==> config.mk <==
export PLATFORM = sky130hd
export DESIGN_NAME = apb_master_arbiter_flat
export DESIGN_NICKNAME = d
export VERILOG_FILES = /design/src/rtl/apb_master_arbiter_if.sv /design/src/rtl/apb_master_arbiter.sv /design/src/flat_wrapper.sv
export SDC_FILE = /design/constraint.sdc
export NUM_CORES = 1
export LEC_CHECK = 0
export CORE_UTILIZATION = 38
export DETAILED_ROUTE_END_ITERATION = 8
export PLACE_DENSITY = 0.89
export SLEW_MARGIN = 20
export SYNTH_ARGS = -nofsm -noshare
export SYNTH_HDL_FRONTEND = slang
export SYNTH_SLANG_ARGS = --single-unit
==> constraint.sdc <==
create_clock -name main_clk -period 4.3 [get_ports main_clk]
set_input_delay 0.86 -clock main_clk [delete_from_list [all_inputs] [get_ports main_clk]]
set_output_delay 0.86 -clock main_clk [all_outputs]
set_load 0.1 [all_outputs]
==> src/rtl/apb_master_arbiter_if.sv <==
// Bundle between the two requesters, the arbiter and the APB slave side.
// Requester i occupies slice i of every packed request/response field.
`ifndef DATA_WIDTH
`define DATA_WIDTH 32
`endif
`ifndef ADDR_WIDTH
`define ADDR_WIDTH 16
`endif
`ifndef SEL_WIDTH
`define SEL_WIDTH 2
`endif

interface apb_master_arbiter_if #(
  parameter int DATA_WIDTH = `DATA_WIDTH,
  parameter int ADDR_WIDTH = `ADDR_WIDTH,
  parameter int SEL_WIDTH  = `SEL_WIDTH
);
  logic [1:0]              req_valid;
  logic [1:0]              req_write;
  logic [2*ADDR_WIDTH-1:0] req_addr;
  logic [2*DATA_WIDTH-1:0] req_wdata;
  logic [2*SEL_WIDTH-1:0]  req_sel;
  logic [1:0]              req_ready;
  logic [1:0]              rsp_valid;
  logic [1:0]              rsp_err;
  logic [DATA_WIDTH-1:0]   rsp_rdata;
  logic [SEL_WIDTH-1:0]    psel;
  logic                    penable;
  logic                    pwrite;
  logic [ADDR_WIDTH-1:0]   paddr;
  logic [DATA_WIDTH-1:0]   pwdata;
  logic [DATA_WIDTH-1:0]   prdata;
  logic                    pready;
  logic                    pslverr;

  modport master (
    input  req_valid, req_write, req_addr, req_wdata, req_sel,
    input  prdata, pready, pslverr,
    output req_ready, rsp_valid, rsp_err, rsp_rdata,
    output psel, penable, pwrite, paddr, pwdata
  );

  modport slave (
    output req_valid, req_write, req_addr, req_wdata, req_sel,
    output prdata, pready, pslverr,
    input  req_ready, rsp_valid, rsp_err, rsp_rdata,
    input  psel, penable, pwrite, paddr, pwdata
  );
endinterface

==> src/rtl/apb_master_arbiter.sv <==
// Two-requester round-robin arbiter driving a single APB master port.
// Bad selects short-circuit to an error response; stuck slaves time out.
`ifndef DATA_WIDTH
`define DATA_WIDTH 32
`endif
`ifndef ADDR_WIDTH
`define ADDR_WIDTH 16
`endif
`ifndef SEL_WIDTH
`define SEL_WIDTH 2
`endif

module apb_master_arbiter #(
  parameter int DATA_WIDTH = `DATA_WIDTH,
  parameter int ADDR_WIDTH = `ADDR_WIDTH,
  parameter int SEL_WIDTH  = `SEL_WIDTH,
  parameter int TIMEOUT    = 16
) (
  input logic main_clk,
  input logic main_rsn,
  apb_master_arbiter_if.master bus
);

  localparam int CW = (TIMEOUT > 1) ? $clog2(TIMEOUT) : 1;

  typedef enum logic [2:0] {
    IDLE,
    SETUP,
    ACCESS,
    RESP,
    ERR
  } state_t;

  state_t                state_q;
  state_t                state_d;
  logic                  last_q;
  logic                  own_q;
  logic [ADDR_WIDTH-1:0] addr_q;
  logic [DATA_WIDTH-1:0] wdata_q;
  logic                  wr_q;
  logic [SEL_WIDTH-1:0]  sel_q;
  logic [CW-1:0]         cnt_q;
  logic                  err_q;
  logic [DATA_WIDTH-1:0] rdata_q;

  logic                  gidx;
  logic                  accept;
  logic [SEL_WIDTH-1:0]  sel_in;
  logic                  sel_ok;
  logic                  tmo_hit;

  // Round-robin pick; only offered in IDLE and never while reset is held.
  always_comb begin
    gidx   = 1'b0;
    accept = 1'b0;
    bus.req_ready = 2'b00;
    if (&bus.req_valid) gidx = ~last_q;
    else                gidx = bus.req_valid[1];
    if (state_q == IDLE && !main_rsn && |bus.req_valid) begin
      accept        = 1'b1;
      bus.req_ready = 2'b01 << gidx;
    end
    sel_in = bus.req_sel[gidx*SEL_WIDTH +: SEL_WIDTH];
    sel_ok = $onehot(sel_in);
  end

  assign tmo_hit = (TIMEOUT != 0) && (cnt_q == CW'(TIMEOUT - 1));

  // State register.
  always_ff @(posedge main_clk or posedge main_rsn) begin
    if (main_rsn) state_q <= IDLE;
    else          state_q <= state_d;
  end

  // Next state and bus/response outputs decoded from the current state.
  always_comb begin
    state_d       = state_q;
    bus.psel      = '0;
    bus.penable   = 1'b0;
    bus.rsp_valid = 2'b00;
    bus.rsp_err   = 2'b00;
    bus.pwrite    = wr_q;
    bus.paddr     = addr_q;
    bus.pwdata    = wdata_q;
    bus.rsp_rdata = rdata_q;
    unique case (state_q)
      IDLE: begin
        if (accept) state_d = sel_ok ? SETUP : ERR;
      end
      SETUP: begin
        bus.psel = sel_q;
        state_d  = ACCESS;
      end
      ACCESS: begin
        bus.psel    = sel_q;
        bus.penable = 1'b1;
        if (bus.pready || tmo_hit) state_d = RESP;
      end
      RESP: begin
        bus.rsp_valid = 2'b01 << own_q;
        bus.rsp_err   = {2{err_q}} & (2'b01 << own_q);
        state_d       = IDLE;
      end
      ERR: begin
        bus.rsp_valid = 2'b01 << own_q;
        bus.rsp_err   = 2'b01 << own_q;
        state_d       = IDLE;
      end
      default: state_d = IDLE;
    endcase
  end

  // Request capture, wait counter and response payload.
  always_ff @(posedge main_clk or posedge main_rsn) begin
    if (main_rsn) begin
      last_q  <= 1'b1;
      own_q   <= 1'b0;
      addr_q  <= '0;
      wdata_q <= '0;
      wr_q    <= 1'b0;
      sel_q   <= '0;
      cnt_q   <= '0;
      err_q   <= 1'b0;
      rdata_q <= '0;
    end else begin
      if (accept) begin
        last_q  <= gidx;
        own_q   <= gidx;
        addr_q  <= bus.req_addr[gidx*ADDR_WIDTH +: ADDR_WIDTH];
        wdata_q <= bus.req_wdata[gidx*DATA_WIDTH +: DATA_WIDTH];
        wr_q    <= bus.req_write[gidx];
        sel_q   <= sel_in;
        if (!sel_ok) rdata_q <= '0;
      end
      if (state_q == SETUP) begin
        cnt_q <= '0;
      end else if (state_q == ACCESS) begin
        if (bus.pready) begin
          err_q   <= bus.pslverr;
          rdata_q <= wr_q ? '0 : bus.prdata;
        end else if (tmo_hit) begin
          err_q   <= 1'b1;
          rdata_q <= '0;
        end else begin
          cnt_q <= cnt_q + 1'b1;
        end
      end
    end
  end

endmodule

==> src/flat_wrapper.sv <==
// flat-port wrapper written by rule: the top's interface ports become plain ports
module apb_master_arbiter_flat 
#(
  parameter int DATA_WIDTH = `DATA_WIDTH,
  parameter int ADDR_WIDTH = `ADDR_WIDTH,
  parameter int SEL_WIDTH  = `SEL_WIDTH,
  parameter int TIMEOUT    = 16
)
  (main_clk, main_rsn, bus_req_valid, bus_req_write, bus_req_addr, bus_req_wdata, bus_req_sel, bus_prdata, bus_pready, bus_pslverr, bus_req_ready, bus_rsp_valid, bus_rsp_err, bus_rsp_rdata, bus_psel, bus_penable, bus_pwrite, bus_paddr, bus_pwdata);
  apb_master_arbiter_if #(.DATA_WIDTH(DATA_WIDTH), .ADDR_WIDTH(ADDR_WIDTH), .SEL_WIDTH(SEL_WIDTH)) bus_i ();
  input logic main_clk;
  input logic main_rsn;
  input wire logic [$bits(bus_i.req_valid)-1:0] bus_req_valid;
  input wire logic [$bits(bus_i.req_write)-1:0] bus_req_write;
  input wire logic [$bits(bus_i.req_addr)-1:0] bus_req_addr;
  input wire logic [$bits(bus_i.req_wdata)-1:0] bus_req_wdata;
  input wire logic [$bits(bus_i.req_sel)-1:0] bus_req_sel;
  input wire logic [$bits(bus_i.prdata)-1:0] bus_prdata;
  input wire logic [$bits(bus_i.pready)-1:0] bus_pready;
  input wire logic [$bits(bus_i.pslverr)-1:0] bus_pslverr;
  output wire logic [$bits(bus_i.req_ready)-1:0] bus_req_ready;
  output wire logic [$bits(bus_i.rsp_valid)-1:0] bus_rsp_valid;
  output wire logic [$bits(bus_i.rsp_err)-1:0] bus_rsp_err;
  output wire logic [$bits(bus_i.rsp_rdata)-1:0] bus_rsp_rdata;
  output wire logic [$bits(bus_i.psel)-1:0] bus_psel;
  output wire logic [$bits(bus_i.penable)-1:0] bus_penable;
  output wire logic [$bits(bus_i.pwrite)-1:0] bus_pwrite;
  output wire logic [$bits(bus_i.paddr)-1:0] bus_paddr;
  output wire logic [$bits(bus_i.pwdata)-1:0] bus_pwdata;
  assign bus_i.req_valid = bus_req_valid;
  assign bus_i.req_write = bus_req_write;
  assign bus_i.req_addr = bus_req_addr;
  assign bus_i.req_wdata = bus_req_wdata;
  assign bus_i.req_sel = bus_req_sel;
  assign bus_i.prdata = bus_prdata;
  assign bus_i.pready = bus_pready;
  assign bus_i.pslverr = bus_pslverr;
  assign bus_req_ready = bus_i.req_ready;
  assign bus_rsp_valid = bus_i.rsp_valid;
  assign bus_rsp_err = bus_i.rsp_err;
  assign bus_rsp_rdata = bus_i.rsp_rdata;
  assign bus_psel = bus_i.psel;
  assign bus_penable = bus_i.penable;
  assign bus_pwrite = bus_i.pwrite;
  assign bus_paddr = bus_i.paddr;
  assign bus_pwdata = bus_i.pwdata;
  apb_master_arbiter #(.DATA_WIDTH(DATA_WIDTH), .ADDR_WIDTH(ADDR_WIDTH), .SEL_WIDTH(SEL_WIDTH), .TIMEOUT(TIMEOUT)) u_core (.main_clk(main_clk), .main_rsn(main_rsn), .bus(bus_i));
endmodule
### Word level (Yosys, flattened, before mapping)

Cells that the tools add are included.

| cells by class | value |
|---|---|
| add/sub/neg operators | 2 |
| multiply operators | 0 |
| div/mod/pow operators | 0 |
| order comparisons | 1 |
| eq/ne operators | 10 |
| shift-type cells | 5 |
| multiplexer cells | 26 |
| bitwise logic cells | 3 |
| reductions and logical operators | 14 |

Operators by type and width:

| kind | count |
|---|---|
| $mux W32 | 7 |
| $shiftx A64 B7 Y32 | 1 |
| $shiftx A32 B6 Y16 | 1 |
| $mux W4 | 4 |
| $mux W3 | 3 |
| $pmux W3 S3 | 1 |
| $mux W1 | 7 |
| $eq A3 B2 Y1 const B | 2 |
| $mux W2 | 3 |
| $ne A2 B1 Y1 const B | 3 |
| $reduce_and A3 Y1 | 2 |
| $reduce_or A2 Y1 | 3 |
| $add A4 B1 Y4 const B | 1 |
| $eq A4 B4 Y1 const B | 1 |
| $pmux W2 S2 | 1 |
| $reduce_and A2 Y1 | 2 |
| $reduce_bool A2 Y1 | 2 |
| $shiftx A4 B3 Y2 | 1 |
| $shl A1 B1 Y2 const A | 2 |
| $eq A3 B1 Y1 const B | 1 |
| $eq A3 B3 Y1 const B | 1 |
| $logic_not A3 Y1 | 1 |
| $add A1 B1 Y2 | 1 |
| $and A2 B2 Y2 | 1 |
| 7 further kinds | 9 |

| storage, ports and cells | value |
|---|---|
| register bits after elaboration | 93 |
| bits in latches | 0 |
| memory bits (writable) | 0 |
| memory bits (read-only) | 0 |
| input port bits | 140 |
| memories | 0 |

### Longest topological paths before layout

Gate-level depths: netlist (run 1).

| depth | value |
|---|---|
| word-level depth | 11 |
| mapped depth | 6 |

### Least setup slack after synthesis (run 1)

Ideal clock, no wire load.

| timing path | value |
|---|---|
| path kind | reg2out |
| start point | register u_core.state_q[2] |
| end point | output bus_psel[0] |
| arrival time | 2.983 ns |
| path slack | 0.457 ns |
| cell stages (with the launch flop) | 4 |
| path through | dfrtp_1 > nor3b_4 > nor2_1 > nor2b_1 |

| between the ends | value |
|---|---|
| cells in the longest elaborated chain, start to end | 3 |
| elaborated cells between the ends (all ways) | 4 |
| classes of those cells | eq/ne (2); mux (1); reduce/logical (1) |

RTL lines:

| element | line | text |
|---|---|---|
| start: declaration | apb_master_arbiter.sv:34 | `state_t state_q;` |
| start signal: assignment | apb_master_arbiter.sv:72 | `else state_q <= state_d;` |
| $eq A3 B2 Y1 / $eq A3 B1 Y1 (equally long branches) | apb_master_arbiter.sv:86 | `unique case (state_q)` |
| $reduce_or A2 Y1 (no line) * | -- |  |
| $mux W2 * | apb_master_arbiter.sv:86 |  |
| end: declaration | flat_wrapper.sv:25 | `output wire logic [$bits(bus_i.psel)-1:0] bus_psel;` |

Mark *: on every way between the ends. The rest lies on a longest branch, timed or not.

### Worst setup path after layout (run 1)

| timing path | value |
|---|---|
| start point | input main_rsn |
| end point | output bus_req_ready[1] |

| between the ends | value |
|---|---|
| cells in the longest elaborated chain, start to end | 4 |

RTL lines:

| element | line | text |
|---|---|---|
| start: declaration | flat_wrapper.sv:12 | `input logic main_rsn;` |
| $logic_not A1 Y1 | apb_master_arbiter.sv:59 | `if (state_q == IDLE && !main_rsn && \|bus.req_valid) begin` |
| $logic_and A1 B1 Y1 (2 in a row) | apb_master_arbiter.sv:59 |  |
| $mux W2 | apb_master_arbiter.sv:59 |  |
| end: declaration | flat_wrapper.sv:21 | `output wire logic [$bits(bus_i.req_ready)-1:0] bus_req_ready;` |

No other way between the ends.

==> reports/metrics.yaml, run 1 <==
status: "completed"
ys_ff_latch: 93
slew_violations: 0
die_area_um2: 11100
worstPathMaxFanout: 3
initial_core_util: 0.392
io_pins: 230
final_nets: 710
via_per_inst: 4.94
rr_startpoint: "u_core.cnt_q[0]$_DFFE_PP0P_"
fmax_mhz: 297
holdPathStages: 2
cts_resized: 0
cts_buffers: 9
synth.top_cell.area_share: 0.568
grt_start_max_net_pins: 106
final_antenna_net_count: 0
worst_pin_slew_ns: 1.02
clock_sinks: 93
synth_top_area_cell: "dfrtp_1"
first_pass_iters: 4
gr-total-overflow: 0
fp.dieH_um: 105
synthCells: 349
netlist_top_cells_area: "dfrtp_1, mux2i_1, a22o_1"
period_share: 0.782
cts_tree: "built"
synthTopCellsByCount: "dfrtp_1, nand2_1, mux2i_1, o21ai_0, a22o_1"
synth_fp_nets: 490
io_buffers: 229
grt_pass1_wl_um: 17800
hp-start: "u_core.bus.pwdata[18]$_DFFE_PP0N_"
grt_use_total: 0.203
cp_cell_sequence: "clkdlybuf4s50_1 > nor4_2 > o21a_1 > and2_1 > buf_4"
slowest_delay_ns: 0.51
grt_pass1_vias: 3668
drive_above_1_share: 0.0557
min_to: "u_core.bus.pwdata[18]$_DFFE_PP0N_"
hold_class: "reg2reg"
cts_root_buf: "clkbuf_8"
core_um2: 10300
dr_total_vias: 3504
area_growth_pct: 63.8
clockBufferDepth: 2
fin_skew_ns: 0.0140
fin_setup_tns_ns: 0
routedWlPerCell_um: 15.3
synth_most_common_cell: "dfrtp_1"
synth_warnings: 0
dp_hpwl_um: 8200
dieWidth_um: 105
synth.avg_cell_area_um2: 11.6
clk_latency_ns: 0.35
diodes: 0
drc: 0
ys_types: 33
critPathLaunchType: "input pin"
cp-end-kind: "output pin"
syn-cell-area_um2: 4050
crit_required_ns: 3.44
hold_viol: 0
drtIter0Drc: 155
clk_pin_slew_ns: 0.09
finalSetupViolCount: 0
num_rows: 37
worstSetupStartpoint: "main_rsn"
fillers: 794
antenna_found_initial: 1
postCtsSetupBuffers: 0
timing.rr.end: "u_core.bus.rsp_rdata[21]$_DFF_PP0_"
path_class: "in2out"
fin_crit_ns: 3.36
rsz0062_at_grt: "no"
reg2reg_slack_ns: 2.07
ys.flop_type: "dfrtp_1"
max_cap_viol_count: 0
cts_htree_levels: 3
critical_path_arrival_ns: 2.50
synth_edf_count: 0
postCtsHoldBufs: 0
reg2regPathDepth: 5
synthArstFlopShare: 1.00
finalWirelength_um: 10800
relSlewSlack: 0.315
place_congestion: 0.748
yosysSeqAreaShare: 0.575
crit_path_top_delay_cell: "clkdlybuf4s50_1"
==> cells by family after synthesis <==
kind of cell	count (synthesis)	synth area share
AO/OA/AOI/OAI	95	0.154
XOR/XNOR	5	0.0108
adder cells (fa/ha/maj)	1	0.00309
buffers and inverters	25	0.0399
flip-flops	93	0.575
multiplexers	52	0.129
AND/OR/NAND/NOR	78	0.0874
==> worst max-delay path by stage <==
stage	slack, ns	end	cells after the start
6_report	0.94	bus_req_ready[1]	5
5_1_grt	0.82	bus_rsp_err[1]	4
4_1_cts	0.91	bus_rsp_err[0]	4
3_5_place_dp	0.97	bus_req_ready[1]	5
3_3_place_gp	1.00	bus_req_ready[1]	5
2_1_floorplan	0.46	bus_psel[0]	3
==> per-layer routing <==
layer | track usage | vias up | share of wire
met5 | 0 | - | 0.0011
met4 | 0.0755 | 2 | 0.022
met3 | 0.0557 | 22 | 0.077
met2 | 0.367 | 161 | 0.51
met1 | 0.228 | 1659 | 0.39
li1 | - | 1660 | -
==> critical path: cells and delay by family <==
kind	cells	cell delay, ns
AOI/OAI and AO/OA	1	0.26
buffers and inverters	2	0.82
and+or+nand+nor	2	0.57
==> layout make-up <==
type | count | area, um2 | share of cell area
clock buffer | 9 | 124 | 0.0187
clock inverter | 7 | 105 | 0.0158
inverter | 2 | 12.5 | 0.00189
multi-input combinational | 231 | 1590 | 0.239
sequential | 93 | 2330 | 0.351
tap | 136 | 170 | 0.0257
timing repair buffer | 232 | 2300 | 0.347
==> cell usage in the layout (no fill, tap or decap), types with 3 or more instances in the layout <==
| cell | count |
|---|---|
| clkdlybuf4s50_1 | 225 |
| dfrtp_1 | 92 |
| nand2_1 | 54 |
| mux2i_1 | 51 |
| o21ai_0 | 51 |
| a22o_1 | 32 |
| clkbuf_8 | 9 |
| nor2_1 | 7 |
| buf_4 | 7 |
| nor2b_1 | 5 |
| xor2_1 | 5 |
| inv_6 | 3 |
| nand3_1 | 3 |
==> sequential cells by signal, summed over array words and instances (netlist names), 2 cells and up <==
| signal | flops |
|---|---|
| u_core.bus.paddr | 16 |
| u_core.bus.pwdata | 32 |
| u_core.bus.rsp_rdata | 32 |
| u_core.cnt_q | 4 |
| u_core.sel_q | 2 |
| u_core.state_q | 3 |
==> metrics by stage <==
stage | setup slack (ns) | util | hold slack [ns] | std cells | cell area, um2
2_1_floorplan | 0.457 | - | 0.442 | 349 | 4050
3_3_place_gp | 1.00 | 0.620 | 0.456 | 694 | 6400
3_5_place_dp | 0.971 | 0.620 | 0.469 | 694 | 6400
4_1_cts | 0.906 | 0.642 | 0.491 | 710 | 6630
5_1_grt | 0.819 | 0.642 | 0.520 | 710 | 6630
6_report | 0.938 | 0.642 | 0.487 | 710 | 6630
Power of run 1 is left out: the tool's default activity adds up to more than one toggle a clock period on the data nets, which glitch-free logic cannot reach.
==> run 2, diff against run 1 <==
--- a/config.mk
+++ b/config.mk
@@ -5,9 +5,9 @@
 export SDC_FILE = /design/constraint.sdc
 export NUM_CORES = 1
 export LEC_CHECK = 0
-export CORE_UTILIZATION = 38
+export CORE_UTILIZATION = 35
 export DETAILED_ROUTE_END_ITERATION = 8
-export PLACE_DENSITY = 0.89
+export PLACE_DENSITY = 0.86
 export SLEW_MARGIN = 20
 export SYNTH_ARGS = -nofsm -noshare
 export SYNTH_HDL_FRONTEND = slang
==> constraint.sdc (replaced) <==
create_clock -name main_clk -period 2.9 [get_ports main_clk]
set_input_delay 0.58 -clock main_clk [delete_from_list [all_inputs] [get_ports main_clk]]
set_output_delay 0.58 -clock main_clk [all_outputs]
set_load 0.1 [all_outputs]
==> run 2 against run 1 <==
  * Hold slack worse by 0.0019 ns
  * Global-route usage shrank 2.4 points
  * Die area up 8.4%
  * Clock-buffer cell count up 2
  * Via count is 1.7% lower
  * Flip-flop and latch count unchanged
  * Design area down 0.79%
  * Non-clock buffer count is 4 higher
  * Setup slack worse by 0.63 ns
  * Cell count rose by 1.1%
  * Critical path type unchanged
  * Highest routed layer is now met4
==> reports/metrics.yaml, run 2 (synthesis gave the netlist of run 1 again) <==
status: "completed"
fin_crit_ns: 2.59
die_area_um2: 12000  # +8.4%
crit_path_top_delay_cell: "clkdlybuf4s50_1"
worstPathMaxFanout: 3  # unchanged
io_pins: 230  # unchanged
rsz0062_at_grt: "no"
finalSetupViolCount: 0  # unchanged
postCtsSetupBuffers: 0  # unchanged
hold-worst-slack_ns: 0.485  # -0.00190 ns
core_um2: 11100  # +7.3%
drc: 0  # unchanged
postLayoutCellArea_um2: 6580  # -0.79%
cts_buffers: 9  # unchanged
hold_viol: 0  # unchanged
cp-end-kind: "output pin"
critical_path_arrival_ns: 2.01  # -0.49 ns
grt_pass1_vias: 3382  # -7.8%
worst_pin_slew_ns: 0.862  # -0.162 ns
max_cap_viol_count: 0  # unchanged
fp.dieH_um: 110  # +4.1%
cts_root_buf: "clkbuf_16"
cts_tree: "built"
placed_area_um2: 6290  # -1.8%
final_nets: 714  # +0.56%
drtIter0Drc: 169  # +9.0%
layout_common_cells: "clkdlybuf4s50_1, buf_4, dfrtp_1"
first_pass_iters: 4  # unchanged
finalWirelength_um: 10800  # -0.37%
grt_pass1_wl_um: 16400  # -7.9%
place_congestion: 0.741  # -0.94%
initial_core_util: 0.366  # -0.0267
crit_required_ns: 2.32  # -1.12 ns
fmax_mhz: 385
num_rows: 38  # +2.7%
critPathLaunchType: "input pin"
final_antenna_net_count: 0  # unchanged
via_per_inst: 4.80  # -2.8%
antenna_found_initial: 0  # -1
clk_latency_ns: 0.34  # about the same
io_buffers: 229  # unchanged
drive_above_1_share: 0.216  # +0.161
slowest_delay_ns: 0.48  # -0.03 ns
postCtsHoldBufs: 0  # unchanged
grt_use_total: 0.180  # -0.0237
clockBufferDepth: 2  # unchanged
dp_hpwl_um: 8230  # +0.32%
clock_sinks: 93  # unchanged
cts_resized: 0  # unchanged
gr-total-overflow: 0  # unchanged
path_class: "in2out"
dieWidth_um: 110  # +4.1%
dr_total_vias: 3445  # -1.7%
slew_violations: 0  # unchanged
relSlewSlack: 0.424  # +0.109
grt_start_max_net_pins: 106  # unchanged
cts_htree_levels: 3  # unchanged
fin_skew_ns: 0.00741  # -0.00664 ns
clk_pin_slew_ns: 0.07  # -0.02 ns
hold_class: "reg2reg"
period_share: 0.895
area_growth_pct: 62.5
layout_commonest_cell: "clkdlybuf4s50_1"
cp_cell_sequence: "clkdlybuf4s50_1 > nor4_2 > o21a_1 > and2_1 > buf_12"
routedWlPerCell_um: 15.1  # -1.5%
diodes: 0  # unchanged
[run 2: changes by cell type in the layout (fill, tap and decap cells not counted), moves of 2 or more]
cell	before	now
clkbuf_16	0	9
clkdlybuf4s50_1	225	139
buf_12	0	5
nor2b_1	5	3
nor2b_2	0	2
nor2_2	0	2
bufinv_16	2	0
buf_4	7	92
clkbuf_8	9	2
[run 2: layout make-up]
cell class / count / area [um2]
well taps: 140 / 175
flip-flops and latches: 93 / 2330
clock buffers: 11 / 253
inverters: 2 / 11.3
clock inverters: 5 / 40.0
repair buffers: 236 / 2180
multi-input cells: 231 / 1590
fillers: 904 / 4500
[run 2: critical path, delay by kind of cell]
family	cells	cell delay (ns)
compound gates	1	0.25
buf+inv	2	0.68
simple gates	2	0.50
[run 2: layer usage]
metal	global-route usage	up-vias	wire length, um
met4	0.0667	0	183
met3	0.0723	16	1100
met2	0.305	162	5150
li1	-	1676	-
met5	0	-	0
met1	0.202	1591	4370
[run 2: path summary, 6_finish.rpt]
| check | slack [ns] | start | cells after the start | end |
|---|---|---|---|---|
| setup / recovery | 0.31 | main_rsn | 5 | bus_req_ready[1] |
| hold / removal | 0.48 | u_core.bus.pwdata[31]$_DFFE_PP0N_ | 2 | u_core.bus.pwdata[31]$_DFFE_PP0N_ |
| setup reg to reg | 0.69 | u_core.cnt_q[0]$_DFFE_PP0P_ | 5 | u_core.bus.rsp_rdata[3]$_DFF_PP0_ |
| hold reg to reg | 0.48 | u_core.bus.pwdata[31]$_DFFE_PP0N_ | 2 | u_core.bus.pwdata[31]$_DFFE_PP0N_ |
| max in group asynchronous | 1.39 | main_rsn | 3 | u_core.bus.rsp_rdata[10]$_DFF_PP0_ |
| min in group asynchronous | 0.74 | main_rsn | 2 | u_core.err_q$_DFFE_PP0P_ |
[run 2: metrics by stage]
step / utilization / setup WS [ns] / std cells / TNS [ns]
2_1_floorplan: - / -0.184 / 349 / -0.368
3_3_place_gp: 0.568 / 0.344 / 702 / 0
3_5_place_dp: 0.568 / 0.299 / 702 / 0
4_1_cts: 0.594 / 0.282 / 718 / 0
5_1_grt: 0.594 / 0.232 / 718 / 0
6_report: 0.594 / 0.305 / 718 / 0
Power of run 2 is left out for the same reason.
